### config.mk
export PLATFORM = sky130hd
export DESIGN_NAME = amba_axi4_burst_monitor
export DESIGN_NICKNAME = d
export VERILOG_FILES = /design/src/rtl/amba_axi4_pkg.sv /design/src/rtl/amba_axi4_len_fifo.sv /design/src/rtl/amba_axi4_burst_monitor.sv
export SDC_FILE = /design/constraint.sdc
export NUM_CORES = 1
export LEC_CHECK = 0
export BUFFER_PORTS_ARGS = -buffer_cell sky130_fd_sc_hd__buf_2
export CORE_AREA = 4 4 213 298
export DETAILED_ROUTE_END_ITERATION = 16
export DIE_AREA = 0 0 217 302
export HOLD_SLACK_MARGIN = 0.06
export PLACE_DENSITY_LB_ADDON = 0.2
export SETUP_SLACK_MARGIN = 0.1
export SLEW_MARGIN = 30
export SYNTH_ARGS = -nofsm -noshare
export SYNTH_HDL_FRONTEND = slang
export SYNTH_HIERARCHICAL = 1
export SYNTH_SLANG_ARGS = --single-unit
### constraint.sdc
create_clock -name ACLK -period 6.9 [get_ports ACLK]
set_clock_uncertainty 0.1 [all_clocks]
set_input_delay 0.345 -clock ACLK [delete_from_list [all_inputs] [get_ports ACLK]]
set_output_delay 0.345 -clock ACLK [all_outputs]
set_load 0.01 [all_outputs]
### src/rtl/amba_axi4_pkg.sv
// Shared types for the AXI4 burst monitor: error-bit indices, the "no error" code
// and the 8-bit burst length type.
package amba_axi4_pkg;

  localparam int ERR_BITS = 10;

  typedef logic [7:0] axi4_len_t;

  typedef enum logic [3:0] {
    ERR_AW_UNSTABLE          = 4'd0,
    ERR_W_UNSTABLE           = 4'd1,
    ERR_AR_UNSTABLE          = 4'd2,
    ERR_WLAST_MISMATCH       = 4'd3,
    ERR_W_LEAD_OVERFLOW      = 4'd4,
    ERR_B_ORPHAN             = 4'd5,
    ERR_R_ORPHAN             = 4'd6,
    ERR_RLAST_MISMATCH       = 4'd7,
    ERR_OUTSTANDING_OVERFLOW = 4'd8,
    ERR_TIMEOUT              = 4'd9,
    ERR_NONE                 = 4'hF
  } axi4_err_e;

  // Lowest set index wins so simultaneous errors report deterministically.
  function automatic axi4_err_e first_err(input logic [ERR_BITS-1:0] vec);
    axi4_err_e idx;
    idx = ERR_NONE;
    for (int i = ERR_BITS - 1; i >= 0; i--) begin
      if (vec[i]) idx = axi4_err_e'(i[3:0]);
    end
    return idx;
  endfunction

endpackage

### src/rtl/amba_axi4_len_fifo.sv
// Small synchronous FIFO holding burst descriptors; pushes while full and pops
// while empty are ignored so the caller can flag them without corrupting state.
module amba_axi4_len_fifo #(
  parameter int DEPTH = 4,
  parameter int WIDTH = 8
) (
  input  logic                   clk_i,
  input  logic                   rst_i,
  input  logic                   push_i,
  input  logic                   pop_i,
  input  logic [WIDTH-1:0]       data_i,
  output logic [WIDTH-1:0]       data_o,
  output logic                   full_o,
  output logic                   empty_o,
  output logic [$clog2(DEPTH):0] count_o
);

  localparam int PW = $clog2(DEPTH);
  localparam int CW = PW + 1;

  logic [WIDTH-1:0] mem_q [DEPTH];
  logic [PW-1:0]    rd_ptr_q, wr_ptr_q;
  logic [CW-1:0]    count_q;
  logic             do_push, do_pop;

  assign full_o  = (count_q == CW'(DEPTH));
  assign empty_o = (count_q == '0);
  assign count_o = count_q;
  assign data_o  = mem_q[rd_ptr_q];
  assign do_push = push_i && !full_o;
  assign do_pop  = pop_i && !empty_o;

  always_ff @(posedge clk_i or posedge rst_i) begin
    if (rst_i) begin
      rd_ptr_q <= '0;
      wr_ptr_q <= '0;
      count_q  <= '0;
    end else begin
      if (do_push) wr_ptr_q <= wr_ptr_q + PW'(1);
      if (do_pop)  rd_ptr_q <= rd_ptr_q + PW'(1);
      case ({do_push, do_pop})
        2'b10:   count_q <= count_q + CW'(1);
        2'b01:   count_q <= count_q - CW'(1);
        default: count_q <= count_q;
      endcase
    end
  end

  always_ff @(posedge clk_i) begin
    if (do_push) mem_q[wr_ptr_q] <= data_i;
  end

endmodule

### src/rtl/amba_axi4_burst_monitor.sv
// AXI4 burst-level monitor: tracks outstanding bursts per ID, W/R beat counts,
// handshake stability and stall timeouts, reporting sticky errors plus a first-error code.
module amba_axi4_burst_monitor
  import amba_axi4_pkg::*;
#(
  parameter int ADDRESS_WIDTH   = 32,
  parameter int DATA_WIDTH      = 32,
  parameter int ID_WIDTH        = 2,
  parameter int MAX_OUTSTANDING = 4,
  parameter int MAXWAIT         = 16
) (
  input  logic                     ACLK,
  input  logic                     ARESET,
  input  logic                     AWVALID,
  input  logic                     AWREADY,
  input  logic [ID_WIDTH-1:0]      AWID,
  input  logic [ADDRESS_WIDTH-1:0] AWADDR,
  input  axi4_len_t                AWLEN,
  input  logic                     WVALID,
  input  logic                     WREADY,
  input  logic                     WLAST,
  input  logic [DATA_WIDTH-1:0]    WDATA,
  input  logic                     BVALID,
  input  logic                     BREADY,
  input  logic [ID_WIDTH-1:0]      BID,
  input  logic                     ARVALID,
  input  logic                     ARREADY,
  input  logic [ID_WIDTH-1:0]      ARID,
  input  logic [ADDRESS_WIDTH-1:0] ARADDR,
  input  axi4_len_t                ARLEN,
  input  logic                     RVALID,
  input  logic                     RREADY,
  input  logic                     RLAST,
  input  logic [ID_WIDTH-1:0]      RID,
  input  logic                     err_clear,
  output logic [ERR_BITS-1:0]      err,
  output logic [3:0]               err_first,
  output logic [$clog2(MAX_OUTSTANDING*(2**ID_WIDTH)):0] wr_outstanding,
  output logic [$clog2(MAX_OUTSTANDING*(2**ID_WIDTH)):0] rd_outstanding
);

  localparam int NID = 2**ID_WIDTH;
  localparam int OCW = $clog2(MAX_OUTSTANDING * NID) + 1;
  localparam int FCW = $clog2(MAX_OUTSTANDING) + 1;
  localparam int WW  = $clog2(MAXWAIT + 1);
  localparam logic [WW-1:0] WAIT_MAX  = WW'(MAXWAIT);
  localparam logic [WW-1:0] WAIT_LAST = WW'(MAXWAIT - 1);

  logic aw_hs, w_hs, b_hs, ar_hs, r_hs;
  assign aw_hs = AWVALID && AWREADY;
  assign w_hs  = WVALID && WREADY;
  assign b_hs  = BVALID && BREADY;
  assign ar_hs = ARVALID && ARREADY;
  assign r_hs  = RVALID && RREADY;

  logic                              aw_stall_q, w_stall_q, ar_stall_q;
  logic [ID_WIDTH+ADDRESS_WIDTH+7:0] aw_pay_q, ar_pay_q;
  logic [DATA_WIDTH:0]               w_pay_q;
  logic                              e_aw_unst, e_w_unst, e_ar_unst;

  always_ff @(posedge ACLK or posedge ARESET) begin
    if (ARESET) begin
      aw_stall_q <= 1'b0;
      w_stall_q  <= 1'b0;
      ar_stall_q <= 1'b0;
      aw_pay_q   <= '0;
      ar_pay_q   <= '0;
      w_pay_q    <= '0;
    end else begin
      aw_stall_q <= AWVALID && !AWREADY;
      w_stall_q  <= WVALID && !WREADY;
      ar_stall_q <= ARVALID && !ARREADY;
      aw_pay_q   <= {AWID, AWADDR, AWLEN};
      ar_pay_q   <= {ARID, ARADDR, ARLEN};
      w_pay_q    <= {WLAST, WDATA};
    end
  end

  assign e_aw_unst = aw_stall_q && (!AWVALID || ({AWID, AWADDR, AWLEN} != aw_pay_q));
  assign e_w_unst  = w_stall_q  && (!WVALID  || ({WLAST, WDATA} != w_pay_q));
  assign e_ar_unst = ar_stall_q && (!ARVALID || ({ARID, ARADDR, ARLEN} != ar_pay_q));

  // Per-channel stall counters saturate so the timeout fires exactly once per stall.
  logic [4:0]    ch_stall;
  logic [WW-1:0] wait_q [5];
  logic          e_timeout;

  assign ch_stall = {RVALID && !RREADY, BVALID && !BREADY, ARVALID && !ARREADY,
                     WVALID && !WREADY, AWVALID && !AWREADY};

  always_ff @(posedge ACLK or posedge ARESET) begin
    if (ARESET) begin
      for (int i = 0; i < 5; i++) wait_q[i] <= '0;
    end else begin
      for (int i = 0; i < 5; i++) begin
        if (!ch_stall[i])             wait_q[i] <= '0;
        else if (wait_q[i] != WAIT_MAX) wait_q[i] <= wait_q[i] + WW'(1);
      end
    end
  end

  always_comb begin
    e_timeout = 1'b0;
    for (int i = 0; i < 5; i++) begin
      if (ch_stall[i] && (wait_q[i] == WAIT_LAST)) e_timeout = 1'b1;
    end
  end

  logic                aw_push, aw_pop, aw_full, aw_empty;
  logic [ID_WIDTH+7:0] aw_head;
  logic [FCW-1:0]      aw_count;

  amba_axi4_len_fifo #(.DEPTH(MAX_OUTSTANDING), .WIDTH(ID_WIDTH + 8)) u_aw_fifo (
    .clk_i  (ACLK),
    .rst_i  (ARESET),
    .push_i (aw_push),
    .pop_i  (aw_pop),
    .data_i ({AWID, AWLEN}),
    .data_o (aw_head),
    .full_o (aw_full),
    .empty_o(aw_empty),
    .count_o(aw_count)
  );

  logic [8:0]          wbeat_q, wbeat_d, w_beats;
  logic                lead_valid_q, lead_valid_d;
  logic [8:0]          lead_cnt_q, lead_cnt_d;
  logic                bp_inc, bypass;
  logic [ID_WIDTH-1:0] bp_inc_id;
  logic                e_wlast, e_lead, e_aw_ovf;

  assign w_beats = wbeat_q + 9'd1;
  // AW and its only WLAST in the same cycle with nothing queued: match them directly.
  assign bypass  = aw_hs && !lead_valid_q && w_hs && WLAST && aw_empty;

  always_comb begin
    aw_push      = 1'b0;
    aw_pop       = 1'b0;
    wbeat_d      = wbeat_q;
    lead_valid_d = lead_valid_q;
    lead_cnt_d   = lead_cnt_q;
    bp_inc       = 1'b0;
    bp_inc_id    = '0;
    e_wlast      = 1'b0;
    e_lead       = 1'b0;
    e_aw_ovf     = 1'b0;
    if (aw_hs) begin
      if (lead_valid_q) begin
        e_wlast      = (lead_cnt_q != ({1'b0, AWLEN} + 9'd1));
        bp_inc       = 1'b1;
        bp_inc_id    = AWID;
        lead_valid_d = 1'b0;
      end else if (bypass) begin
        e_wlast   = (w_beats != ({1'b0, AWLEN} + 9'd1));
        bp_inc    = 1'b1;
        bp_inc_id = AWID;
      end else if (aw_full) begin
        e_aw_ovf = 1'b1;
      end else begin
        aw_push = 1'b1;
      end
    end
    if (w_hs) begin
      wbeat_d = WLAST ? 9'd0 : w_beats;
      if (WLAST && !aw_empty) begin
        aw_pop    = 1'b1;
        e_wlast   = e_wlast || (w_beats != ({1'b0, aw_head[7:0]} + 9'd1));
        bp_inc    = 1'b1;
        bp_inc_id = aw_head[ID_WIDTH+7:8];
      end else if (WLAST && !bypass) begin
        if (lead_valid_d) begin
          e_lead = 1'b1;
        end else begin
          lead_valid_d = 1'b1;
          lead_cnt_d   = w_beats;
        end
      end
    end
  end

  logic [OCW-1:0] bpend_q [NID];
  logic [OCW-1:0] bpend_d [NID];
  logic           e_borph;

  always_comb begin
    bpend_d = bpend_q;
    e_borph = 1'b0;
    if (bp_inc) bpend_d[bp_inc_id] = bpend_d[bp_inc_id] + OCW'(1);
    if (b_hs) begin
      if (bpend_q[BID] == '0) e_borph = 1'b1;
      else                    bpend_d[BID] = bpend_d[BID] - OCW'(1);
    end
  end

  logic [NID-1:0] r_push, r_pop, r_full, r_empty;
  axi4_len_t      r_head  [NID];
  logic [FCW-1:0] r_count [NID];

  for (genvar g = 0; g < NID; g++) begin : g_rfifo
    amba_axi4_len_fifo #(.DEPTH(MAX_OUTSTANDING), .WIDTH(8)) u_r_fifo (
      .clk_i  (ACLK),
      .rst_i  (ARESET),
      .push_i (r_push[g]),
      .pop_i  (r_pop[g]),
      .data_i (ARLEN),
      .data_o (r_head[g]),
      .full_o (r_full[g]),
      .empty_o(r_empty[g]),
      .count_o(r_count[g])
    );
  end

  logic [8:0] rbeat_q [NID];
  logic [8:0] rbeat_d [NID];
  logic [8:0] r_beats, r_target;
  logic       e_rorph, e_rlast, e_ar_ovf;

  assign r_beats  = rbeat_q[RID] + 9'd1;
  assign r_target = {1'b0, r_head[RID]} + 9'd1;

  always_comb begin
    r_push   = '0;
    r_pop    = '0;
    rbeat_d  = rbeat_q;
    e_rorph  = 1'b0;
    e_rlast  = 1'b0;
    e_ar_ovf = 1'b0;
    if (ar_hs) begin
      if (r_full[ARID]) e_ar_ovf = 1'b1;
      else              r_push[ARID] = 1'b1;
    end
    if (r_hs) begin
      if (r_empty[RID]) begin
        e_rorph = 1'b1;
      end else if (RLAST || (r_beats == r_target)) begin
        e_rlast      = !(RLAST && (r_beats == r_target));
        r_pop[RID]   = 1'b1;
        rbeat_d[RID] = 9'd0;
      end else begin
        rbeat_d[RID] = r_beats;
      end
    end
  end

  logic [ERR_BITS-1:0] new_err, err_q, err_d;
  axi4_err_e           err_first_q, err_first_d;

  assign new_err = {e_timeout, e_aw_ovf || e_ar_ovf, e_rlast, e_rorph, e_borph,
                    e_lead, e_wlast, e_ar_unst, e_w_unst, e_aw_unst};

  always_comb begin
    err_d       = err_q | new_err;
    err_first_d = err_first_q;
    if (err_clear) begin
      err_d       = '0;
      err_first_d = ERR_NONE;
    end else if ((err_q == '0) && (new_err != '0)) begin
      err_first_d = first_err(new_err);
    end
  end

  always_ff @(posedge ACLK or posedge ARESET) begin
    if (ARESET) begin
      wbeat_q      <= '0;
      lead_valid_q <= 1'b0;
      lead_cnt_q   <= '0;
      for (int i = 0; i < NID; i++) begin
        bpend_q[i] <= '0;
        rbeat_q[i] <= '0;
      end
      err_q       <= '0;
      err_first_q <= ERR_NONE;
    end else begin
      wbeat_q      <= wbeat_d;
      lead_valid_q <= lead_valid_d;
      lead_cnt_q   <= lead_cnt_d;
      bpend_q      <= bpend_d;
      rbeat_q      <= rbeat_d;
      err_q        <= err_d;
      err_first_q  <= err_first_d;
    end
  end

  always_comb begin
    wr_outstanding = OCW'(aw_count);
    rd_outstanding = '0;
    for (int i = 0; i < NID; i++) begin
      wr_outstanding = wr_outstanding + bpend_q[i];
      rd_outstanding = rd_outstanding + OCW'(r_count[i]);
    end
  end

  assign err       = err_q;
  assign err_first = err_first_q;

endmodule
==> results.sh, run 1 <==
export IMPL_rsz0062_at_grt="false"
export IMPL_finalPower_uw=9440
export IMPL_initialDrtViolationCount=730
export IMPL_postSynth_asyncResetShare_pct=61.6
export IMPL_cts_made_buffers=47
export IMPL_insertion_delay_ns=0.61
export IMPL_arrival_ns=5.92
export IMPL_syn_area_per_cell_um2=13.2
export IMPL_hold_class="input port to flop"
export IMPL_fp_row_count=107
export IMPL_path_class="flop to flop"
export IMPL_grtUsageTotal_pct=15.8
export IMPL_cts_htree_levels=2
export IMPL_path_max_fanout=10
export IMPL_status="complete, no violations"
export IMPL_synth_warnings=6
export IMPL_grt_pass1_vias=14500
export IMPL_synth_ff_type="dfrtp_1"
export IMPL_drt_wirelength_per_cell_um=18.8
export IMPL_gp_congestion=0.855
export IMPL_yosysTopAreaCell="dfrtp_1"
export IMPL_timing_hold_ws_ns=0.112
export IMPL_synth_edf_count=168
export IMPL_start_util_pct=34.6
export IMPL_design_core_area_um2=60800
export IMPL_clkTransAtPathRegs_ns=0.06
export IMPL_ys_ff_latch=437
export IMPL_r2r_end="g_rfifo[2].u_r_fifo/count_o[2]"
export IMPL_yosysMostFrequentCell="dfrtp_1"
export IMPL_numPortBuffers=158
export IMPL_cts_root_buf="clkbuf_16"
export IMPL_dp_hpwl_mm=37.2
export IMPL_synthesis_area_um2=21000
export IMPL_setup_violations=0
export IMPL_final_cell_area_um2=25700
export IMPL_grt_pass1_wl_mm=81.9
export IMPL_fin_crit_ns=5.54
export IMPL_die_w_um=217
export IMPL_area_growth_pct=22.0
export IMPL_antenna_found_initial=1
export IMPL_post_route_period_util_pct=80.3
export IMPL_die_h_um=302
export IMPL_power_leakage_uw=0.0102
export IMPL_antenna_left=0
export IMPL_cts_tree="yes"
export IMPL_synth_fp_nets=1803
export IMPL_dieArea_um2=65500
export IMPL_slew_viol_final=0
export IMPL_tns_ns=0
export IMPL_drc_errors=0
export IMPL_finalWorstSetupSlack_ns=1.36
export IMPL_fmax_mhz=181
export IMPL_ctsResizeCount=0
export IMPL_ys_seq_area_share_pct=56.0
export IMPL_cts_max_path_buffers=3
export IMPL_grt_max_degree=125
export IMPL_hold_end="wait_q[7]"
export IMPL_r2r_slack_ns=1.36
export IMPL_cp_required_ns=7.28
export IMPL_post_cts_setup_buffer_count=0
export IMPL_reg2reg_from="g_rfifo[0].u_r_fifo/rd_ptr_q[0]"
export IMPL_synth_area_top_cells="dfrtp_1 32%, edfxtp_1 24%, xnor2_1 7.0%, mux4_2 6.6%, ha_1 3.4%"
export IMPL_vias_per_cell=4.88
export IMPL_dpl_cell_area_um2=22800
export IMPL_hold_start="BREADY"
export IMPL_layout_drive_gt1_share_pct=19.7
export IMPL_hold_violations=0
export IMPL_cts_sinks=437
export IMPL_synth_top_area_share_pct=31.5
export IMPL_vias=13400
export IMPL_slew_headroom_pct=41.0
export IMPL_tightest_slew_ns=0.877
export IMPL_synth_cell_types=79
export IMPL_dr_pass1_iters=6
export IMPL_io_pin_count=159
export IMPL_irDropWorstVdd_v=0.000514
export IMPL_grt_overflow=0
export IMPL_critPathLaunchType="flop"
export IMPL_hold_depth=4
export IMPL_powerDensity_nw_per_um2=368
export IMPL_finalNetCount=2102
export IMPL_dp_slack_ns=1.39
export IMPL_r2r_cells=19
export IMPL_max_cap_violations=0
export IMPL_synthCells=1589
export IMPL_wl_mm=51.5
export IMPL_synthTopCellsByCount="265 x dfrtp_1, 168 x edfxtp_1, 168 x xnor2_1"
export IMPL_endpoint_kind="flop"
what timing repair did:
item / 4_1_cts / 5_1_grt
hold buffers: 127 / 0
hold endpoints to repair: 355 / 0
setup endpoints to repair: 0 / 0
final cells by class:
cell class | instances | area, um^2
Fill cell | 5697 | 35100
Multi-Input combinational cell | 1025 | 8740
Inverter | 80 | 304
Sequential cell | 437 | 11800
Timing Repair Buffer | 297 | 2200
Clock inverter | 16 | 268
Tap cell | 817 | 1020
Antenna cell | 1 | 2.50
Clock buffer | 71 | 1360
placed cells by master, fill, tap and decap left out, types with 23 or more instances in the layout:
cell type and instances:
mux2i_1 32, inv_1 79, nand2_1 131, nor2_1 70, xnor2_1 168, nand4_1 38
dfrtp_1 265, edfxtp_1 168, clkbuf_16 48, buf_2 158, mux4_2 62, a21oi_1 26
nand3_1 38, xor2_1 82, dlygate4sd3_1 127, ha_1 58, o21ai_0 41, nor3_1 23
worst max-delay path: stages, from the launching register on:
cell	delay (ns)
dfrtp_1	0.60
mux4_2	0.56
mux4_2	0.52
ha_1	0.25
nand3_1	0.11
nor2_1	0.08
xor2_1	0.15
xnor2_1	0.13
nor4_1	0.29
o21ai_0	0.17
ha_1	0.33
or3_1	0.49
nor3b_1	0.33
o31a_2	0.25
ha_1	0.18
inv_1	0.06
fa_1	0.37
xor2_1	0.15
nor2_1	0.11
xor2_1	0.16
kinds of logic (layout without fill, tap and decap cells):
group | Yosys count | after routing | share of synthesized area (%)
xor+xnor | 251 | 251 | 10.5
buf+inv | 127 | 464 | 2.49
mux | 110 | 110 | 9.10
compound gates | 150 | 150 | 5.24
flops | 437 | 437 | 56.0
simple gates | 435 | 435 | 11.3
other cells | 0 | 1 | 0
fa+ha+maj | 79 | 79 | 5.45
per-layer routing:
metal	global-route usage [%]	part of all wire (%)	vias to the layer above	wire length, um
met5	0	0	-	0
met1	18.6	40	6690	20600
met4	4.50	2.5	0	1280
li1	-	-	6280	-
met2	29.4	53	341	27200
met3	2.80	4.7	87	2430
worst max path at each step:
| stage | cells after the start | start | slack (ns) | end |
|---|---|---|---|---|
| 3_5_place_dp | 19 | RID[0] | 1.39 | g_rfifo[2].u_r_fifo/count_o[2] |
| 6_report | 19 | g_rfifo[0].u_r_fifo/rd_ptr_q[0] | 1.36 | g_rfifo[2].u_r_fifo/count_o[2] |
| 2_1_floorplan | 20 | g_rfifo[3].u_r_fifo/rd_ptr_q[0] | 2.09 | g_rfifo[2].u_r_fifo/count_o[2] |
| 3_3_place_gp | 19 | RID[0] | 1.47 | g_rfifo[2].u_r_fifo/count_o[2] |
| 5_1_grt | 19 | g_rfifo[0].u_r_fifo/rd_ptr_q[0] | 1.07 | g_rfifo[2].u_r_fifo/count_o[2] |
| 4_1_cts | 19 | g_rfifo[0].u_r_fifo/rd_ptr_q[0] | 1.29 | g_rfifo[2].u_r_fifo/count_o[2] |
power breakdown:
part	switching, uW	internal, uW
combinational	1710	1650
sequential	453	3010
clock	1090	1530
total	3250	6190
registers in the layout (all words and copies together) (netlist names), 9 cells and up:
| signal | cells |
|---|---|
| wait_q | 25 |
| ar_pay_q | 42 |
| lead_cnt_q | 9 |
| u_aw_fifo/mem_q | 40 |
| wbeat_q | 9 |
| bpend_q | 20 |
| g_rfifo.u_r_fifo/mem_q | 128 |
| g_rfifo.u_r_fifo/count_o | 12 |
| aw_pay_q | 42 |
| w_pay_q | 33 |
| rbeat_q | 36 |
| err | 10 |
through the flow:
step	utilization (%)	instances
finish	42.2	2744
CTS	42.2	2743
global placement	37.4	2527
floorplan	-	1589
detailed placement	37.5	2529
global route	42.2	2744
No activity file was read; power rests on OpenSTA's default activity.
==> run 2: changes to the inputs <==
--- a/config.mk
+++ b/config.mk
@@ -5,10 +5,11 @@
 export SDC_FILE = /design/constraint.sdc
 export NUM_CORES = 1
 export LEC_CHECK = 0
+export ABC_AREA = 1
 export BUFFER_PORTS_ARGS = -buffer_cell sky130_fd_sc_hd__buf_2
-export CORE_AREA = 4 4 213 298
+export CORE_AREA = 4 4 219 306
 export DETAILED_ROUTE_END_ITERATION = 16
-export DIE_AREA = 0 0 217 302
+export DIE_AREA = 0 0 223 310
 export HOLD_SLACK_MARGIN = 0.06
 export PLACE_DENSITY_LB_ADDON = 0.2
 export SETUP_SLACK_MARGIN = 0.1
==> constraint.sdc (replaced) <==
create_clock -name ACLK -period 4.9 [get_ports ACLK]
set_clock_uncertainty 0.1 [all_clocks]
set_input_delay 0.245 -clock ACLK [delete_from_list [all_inputs] [get_ports ACLK]]
set_output_delay 0.245 -clock ACLK [all_outputs]
set_load 0.01 [all_outputs]
==> results.sh, run 2 <==
export IMPL_area_growth_pct=22.3
export IMPL_critPathLaunchType="flop"
export IMPL_cp_required_ns=5.28
export IMPL_antenna_left=0
export IMPL_synthesis_area_um2=22200
export IMPL_io_pin_count=159
export IMPL_final_cell_mix="520 x nand2_1, 424 x inv_1, 259 x dfrtp_1"
export IMPL_endpoint_kind="flop"
export IMPL_drt_wirelength_per_cell_um=16.6
export IMPL_synth_warnings=6
export IMPL_design_core_area_um2=64300
export IMPL_setup_violations=0
export IMPL_r2r_cells=28
export IMPL_synth_fp_nets=2583
export IMPL_synth_ff_type="dfrtp_1"
export IMPL_cts_sinks=437
export IMPL_synth_area_top_cells="dfrtp_1 30%, edfxtp_1 23%, nand2_1 8.8%, inv_1 7.2%, ha_1 3.3%"
export IMPL_cts_root_buf="clkbuf_16"
export IMPL_largest_register="g_rfifo.u_r_fifo/mem_q"
export IMPL_dr_pass1_iters=5
export IMPL_cts_made_buffers=50
export IMPL_r2r_end="g_rfifo[3].u_r_fifo/count_o[2]"
export IMPL_post_route_period_util_pct=88.9
export IMPL_use_met2_pct=31.7
export IMPL_hold_class="input port to flop"
export IMPL_numPortBuffers=158
export IMPL_synthCells=2369
export IMPL_ys_ff_latch=437
export IMPL_tns_ns=0
export IMPL_cts_tree="yes"
export IMPL_ys_seq_area_share_pct=53.0
export IMPL_grt_pass1_vias=17800
export IMPL_fp_row_count=110
export IMPL_irDropWorstVdd_v=0.000474
export IMPL_cts_htree_levels=2
export IMPL_antenna_found_initial=1
export IMPL_max_cap_violations=0
export IMPL_nFillCells=6129
export IMPL_slowest_delay_ns=0.43
export IMPL_slew_headroom_pct=39.6
export IMPL_dieArea_um2=69100
export IMPL_wl_mm=59.6
export IMPL_arrival_ns=4.74
export IMPL_crit_slowest_cell="dfrtp_2"
export IMPL_synthTopCellsByCount="520 x nand2_1, 425 x inv_1, 265 x dfrtp_1"
export IMPL_status="complete, no violations"
export IMPL_hold_depth=5
export IMPL_timing_hold_ws_ns=0.111
export IMPL_layout_drive_gt1_share_pct=13.9
export IMPL_finalNetCount=2914
export IMPL_postSynth_asyncResetShare_pct=61.6
export IMPL_rsz0062_at_grt="false"
export IMPL_gp_congestion=0.898
export IMPL_die_w_um=223
export IMPL_yosysTopAreaCell="dfrtp_1"
export IMPL_hold_end="g_rfifo[1].u_r_fifo/rd_ptr_q[0]"
export IMPL_yosysMostFrequentCell="nand2_1"
export IMPL_grt_busiest_layer="met2"
export IMPL_drc_errors=0
export IMPL_fin_util_pct=42.3
export IMPL_grt_pass1_wl_mm=94.9
export IMPL_grt_max_degree=144
export IMPL_fmax_mhz=229
export IMPL_largest_registers="g_rfifo.u_r_fifo/mem_q: 128 flops, ar_pay_q: 42 flops, aw_pay_q: 42 flops"
export IMPL_vias_per_cell=4.80
export IMPL_path_max_fanout=17
export IMPL_syn_area_per_cell_um2=9.39
export IMPL_synth_top_area_share_pct=29.8
export IMPL_met1_usage_pct=19.8
export IMPL_grt_overflow=0
export IMPL_die_h_um=310
export IMPL_path_class="flop to flop"
export IMPL_hold_start="RID[0]"
export IMPL_powerDensity_nw_per_um2=539
export IMPL_slew_viol_final=0
export IMPL_reg2reg_from="g_rfifo[3].u_r_fifo/rd_ptr_q[0]"
export IMPL_power_leakage_uw=0.0125
export IMPL_tightest_slew_ns=0.903
export IMPL_vias=17200
export IMPL_initialDrtViolationCount=971
export IMPL_cts_max_path_buffers=3
export IMPL_use_met3_pct=2.65
export IMPL_finalPower_uw=14700
export IMPL_hold_violations=0
export IMPL_largest_reg_flops=128
export IMPL_fin_crit_ns=4.36
export IMPL_mostFrequentLayoutCell="nand2_1"
export IMPL_crit_top_cell="nand2_1"
export IMPL_synth_edf_count=168
export IMPL_dp_hpwl_mm=44.1
export IMPL_r2r_slack_ns=0.54
export IMPL_clkTransAtPathRegs_ns=0.06
export IMPL_synth_cell_types=60
export IMPL_grtUsageTotal_pct=17.0
export IMPL_start_util_pct=34.6
export IMPL_insertion_delay_ns=0.61
run 2: changes by cell type after synthesis, moves of 19 or more:
cell	before	now
nand2_1	131	520
nor2_1	71	118
and2_2	20	0
nand3_1	38	116
o211ai_1	4	81
mux2i_1	32	0
o22ai_1	5	57
o21ai_0	41	125
mux4_2	62	0
xor2_1	82	48
inv_1	80	425
xnor2_1	168	43
clkbuf_1	29	10
run 2: final cells by class:
type	instances	area [um^2]	share of cell area, %
Antenna cell	1	2.50	0.00920
Multi-Input combinational cell	1452	8550	31.4
Sequential cell	437	11800	43.3
Timing Repair Buffer	316	2350	8.63
Clock inverter	23	369	1.36
Timing Repair inverter	2	10.0	0.0368
Inverter	441	1670	6.15
Tap cell	840	1050	3.86
Clock buffer	71	1410	5.19
run 2: metrics by stage:
stage	setup slack (ns)	instance area, um^2	cells
6_report	0.542	27200	3583
5_1_grt	0.0836	27200	3582
4_1_cts	0.153	27100	3580
3_5_place_dp	0.174	24000	3352
3_3_place_gp	0.331	24000	3352
2_1_floorplan	0.506	22200	2369
run 2: per-layer routing:
layer	share of wire [%]	vias to the layer above
li1	-	8478
met1	41	8261
met2	52	370
met3	4.1	95
met4	3.2	0
met5	0	-
run 2: timing repair:
action | in CTS | in global routing
endpoints found under the setup margin | 0 | 39
hold buffers | 134 | 0
setup buffers | 0 | 0
endpoints found under the hold margin | 549 | 0
gates resized for setup | 0 | 29
run 2: kinds of logic after synthesis:
| kind of cell | count (synthesis) | synth area share [%] |
|---|---|---|
| xor+xnor | 92 | 3.66 |
| compound gates | 376 | 10.9 |
| simple gates | 905 | 18.4 |
| buf+inv | 480 | 8.88 |
| flops | 437 | 53.0 |
| fa+ha+maj | 79 | 5.15 |
run 2: power by group:
group,switching [uW],total [uW],leakage (uW),internal [uW]
clock,1550,4040,0.000862,2490
sequential,460,4790,0.00484,4330
combinational,3610,5830,0.00675,2210
run 2: worst max path at each step:
stage	start	end	cells past startpoint
3_3_place_gp	g_rfifo[3].u_r_fifo/rd_ptr_q[0]	g_rfifo[1].u_r_fifo/count_o[2]	28
6_report	g_rfifo[3].u_r_fifo/rd_ptr_q[0]	g_rfifo[3].u_r_fifo/count_o[2]	28
2_1_floorplan	g_rfifo[0].u_r_fifo/rd_ptr_q[0]	g_rfifo[0].u_r_fifo/count_o[2]	33
4_1_cts	g_rfifo[3].u_r_fifo/rd_ptr_q[0]	g_rfifo[1].u_r_fifo/count_o[2]	28
3_5_place_dp	g_rfifo[3].u_r_fifo/rd_ptr_q[0]	g_rfifo[1].u_r_fifo/count_o[2]	28
5_1_grt	g_rfifo[0].u_r_fifo/rd_ptr_q[0]	g_rfifo[3].u_r_fifo/count_o[2]	30
run 2: worst max-delay path, delay by kind of cell (launching register included):
kind,cells,cell delay (ns)
AOI/OAI and AO/OA,2,0.51
and+or+nand+nor,15,1.42
DFF,1,0.43
adders and majority gates,4,1.01
xor gates and xnor gates,1,0.13
buffers and inverters,6,0.63
==> run 3: changes to the inputs <==
--- a/config.mk
+++ b/config.mk
@@ -11,7 +11,7 @@
 export DETAILED_ROUTE_END_ITERATION = 16
 export DIE_AREA = 0 0 223 310
 export HOLD_SLACK_MARGIN = 0.06
-export PLACE_DENSITY_LB_ADDON = 0.2
+export PLACE_DENSITY_LB_ADDON = 0.12
 export SETUP_SLACK_MARGIN = 0.1
 export SLEW_MARGIN = 30
 export SYNTH_ARGS = -nofsm -noshare
==> constraint.sdc (replaced) <==
create_clock -name ACLK -period 4.4 [get_ports ACLK]
set_clock_uncertainty 0.1 [all_clocks]
set_input_delay 0.22 -clock ACLK [delete_from_list [all_inputs] [get_ports ACLK]]
set_output_delay 0.22 -clock ACLK [all_outputs]
set_load 0.01 [all_outputs]
==> results.sh, run 3 (synthesis results as in run 2) <==
export IMPL_grt_pass1_wl_mm=99.1
export IMPL_cts_htree_levels=2
export IMPL_largest_register="g_rfifo.u_r_fifo/mem_q"
export IMPL_numPortBuffers=158
export IMPL_critPathTopFamily="simple AND/OR/NAND/NOR gates"
export IMPL_clkTransAtPathRegs_ns=0.06
export IMPL_tightest_slew_ns=0.931
export IMPL_hold_violations=0
export IMPL_antenna_left=0
export IMPL_dieArea_um2=69100
export IMPL_cts_sinks=437
export IMPL_gp_congestion=0.878
export IMPL_vias=17400
export IMPL_final_cell_area_um2=27400
export IMPL_die_h_um=310
export IMPL_largest_reg_flops=128
export IMPL_hold_class="input port to flop"
export IMPL_arrival_ns=4.53
export IMPL_antenna_cells=0
export IMPL_critPathLaunchType="flop"
export IMPL_insertion_delay_ns=0.61
export IMPL_cts_tree="yes"
export IMPL_path_max_fanout=7
export IMPL_start_util_pct=34.6
export IMPL_io_pin_count=159
export IMPL_wl_met1_mm=25.6
export IMPL_area_growth_pct=23.4
export IMPL_slew_viol_final=0
export IMPL_slowest_delay_ns=0.47
export IMPL_die_w_um=223
export IMPL_powerDensity_nw_per_um2=585
export IMPL_final_cell_mix="514 x nand2_1, 422 x inv_1, 263 x dfrtp_1"
export IMPL_cts_root_buf="clkbuf_16"
export IMPL_path_class="flop to flop"
export IMPL_drc_errors=0
export IMPL_crit_top_cell="nand2_1"
export IMPL_antenna_found_initial=1
export IMPL_post_route_period_util_pct=94.8
export IMPL_dp_hpwl_mm=46.8
export IMPL_fin_crit_ns=4.17
export IMPL_dr_pass1_iters=6
export IMPL_finalNetCount=2952
export IMPL_status="complete, no violations"
export IMPL_irDropWorstVdd_v=0.000815
export IMPL_path_buf_inv=6
export IMPL_fin_util_pct=42.7
export IMPL_design_core_area_um2=64300
export IMPL_setup_violations=0
export IMPL_cts_max_path_buffers=3
export IMPL_endpoint_kind="flop"
export IMPL_hold_start="RID[0]"
export IMPL_cp_required_ns=4.76
export IMPL_tns_ns=0
export IMPL_top_layer="met4"
export IMPL_grtUsageTotal_pct=18.1
export IMPL_drt_wirelength_per_cell_um=17.8
export IMPL_fmax_mhz=240
export IMPL_dr_wl_met3_mm=2.79
export IMPL_dpl_cell_area_um2=24200
export IMPL_reg2reg_from="g_rfifo[3].u_r_fifo/rd_ptr_q[0]"
export IMPL_fp_row_count=110
export IMPL_nFillCells=6206
export IMPL_cts_made_buffers=48
export IMPL_initialDrtViolationCount=959
export IMPL_power_leakage_uw=0.0126
export IMPL_grt_overflow=0
export IMPL_cp_cell_sequence="clkinv_4 > buf_4 > clkbuf_16 > o211ai_1 > nand2_1 > a22o_1 > a221oi_1 > buf_4 > xor2_1 > xor2_1 > nand3b_1 > ha_4 > nor3_4 > nand2_1 > inv_1 > ha_2 > inv_2 > fa_2 > nand2_2 > nand3_1 > nand2_1 > nand2_1"
export IMPL_critPathLaunch="g_rfifo[3].u_r_fifo/rd_ptr_q[0]"
export IMPL_rsz0062_at_grt="true"
export IMPL_layout_drive_gt1_share_pct=15.6
export IMPL_grt_pass1_vias=17800
export IMPL_dr_wl_met2_mm=33.3
export IMPL_slew_headroom_pct=37.7
export IMPL_vias_per_cell=4.82
export IMPL_crit_slowest_cell="dfrtp_2"
export IMPL_largest_registers="g_rfifo.u_r_fifo/mem_q: 128 flops, ar_pay_q: 42 flops, aw_pay_q: 42 flops"
export IMPL_grt_max_degree=144
export IMPL_mostFrequentLayoutCell="nand2_1"
export IMPL_max_cap_violations=0
export IMPL_wl_mm=64.3
==> run 3: worst paths after layout <==
path | end | slack [ns] | cells past startpoint
max reg2reg | g_rfifo[0].u_r_fifo/count_o[2] | 0.23 | 22
min | rbeat_q[18] | 0.11 | 5
min reg2reg | rbeat_q[10] | 0.39 | 2
max | g_rfifo[0].u_r_fifo/count_o[2] | 0.23 | 22
min in group asynchronous | g_rfifo[3].u_r_fifo/rd_ptr_q[0] | 0.15 | 3
max in group asynchronous | ar_pay_q[10] | 2.72 | 5
==> run 3: metal layers <==
metal  GRT usage, %  vias to the layer above
met4           7.00                        0
met2           33.2                      392
met3           3.27                      129
met1           21.0                     8375
li1               -                     8550
met5              0                        -
==> run 3: what timing repair did <==
action                                 CTS  global route
setup buffers                            0             7
cloned                                   0             6
pin swaps                                1            17
hold buffers                           133             0
setup endpoints to repair                5            41
endpoints found under the hold margin  547             0
gates resized for setup                  5            43
==> run 3: power breakdown <==
| group | leakage, uW | switching, uW | total, uW | internal (uW) |
|---|---|---|---|---|
| clock network | 0.000755 | 1780 | 4050 | 2270 |
| logic | 0.00699 | 4080 | 6700 | 2630 |
| registers | 0.00485 | 465 | 5290 | 4820 |
==> run 3: cell type report <==
type | count | area, um^2 | area share (%)
tap | 840 | 1050 | 3.83
timing repair inverter | 4 | 23.8 | 0.0866
multi-input combinational | 1452 | 8640 | 31.5
sequential | 437 | 11800 | 42.9
clock inverter | 28 | 282 | 1.03
inverter | 441 | 1670 | 6.10
clock buffer | 62 | 1280 | 4.68
timing repair buffer | 354 | 2700 | 9.84
==> run 3: metrics by stage <==
step	instances	worst slack, ns	hold slack [ns]	power, uW
detailed placement	3382	0.0243	0.243	11900
global route	3618	-0.0214	0.136	17200
floorplan	2369	0.113	-0.0766	9680
finish	3618	0.230	0.111	16000
CTS	3605	0.103	0.0855	16100
global placement	3382	0.157	0.238	11700
==> run 3: tightest hold or removal path, delay by kind of cell <==
| kind | cells | cell delay [ns] |
|---|---|---|
| compound gates | 1 | 0.08 |
| simple gates | 2 | 0.22 |
| buf+inv | 2 | 0.22 |
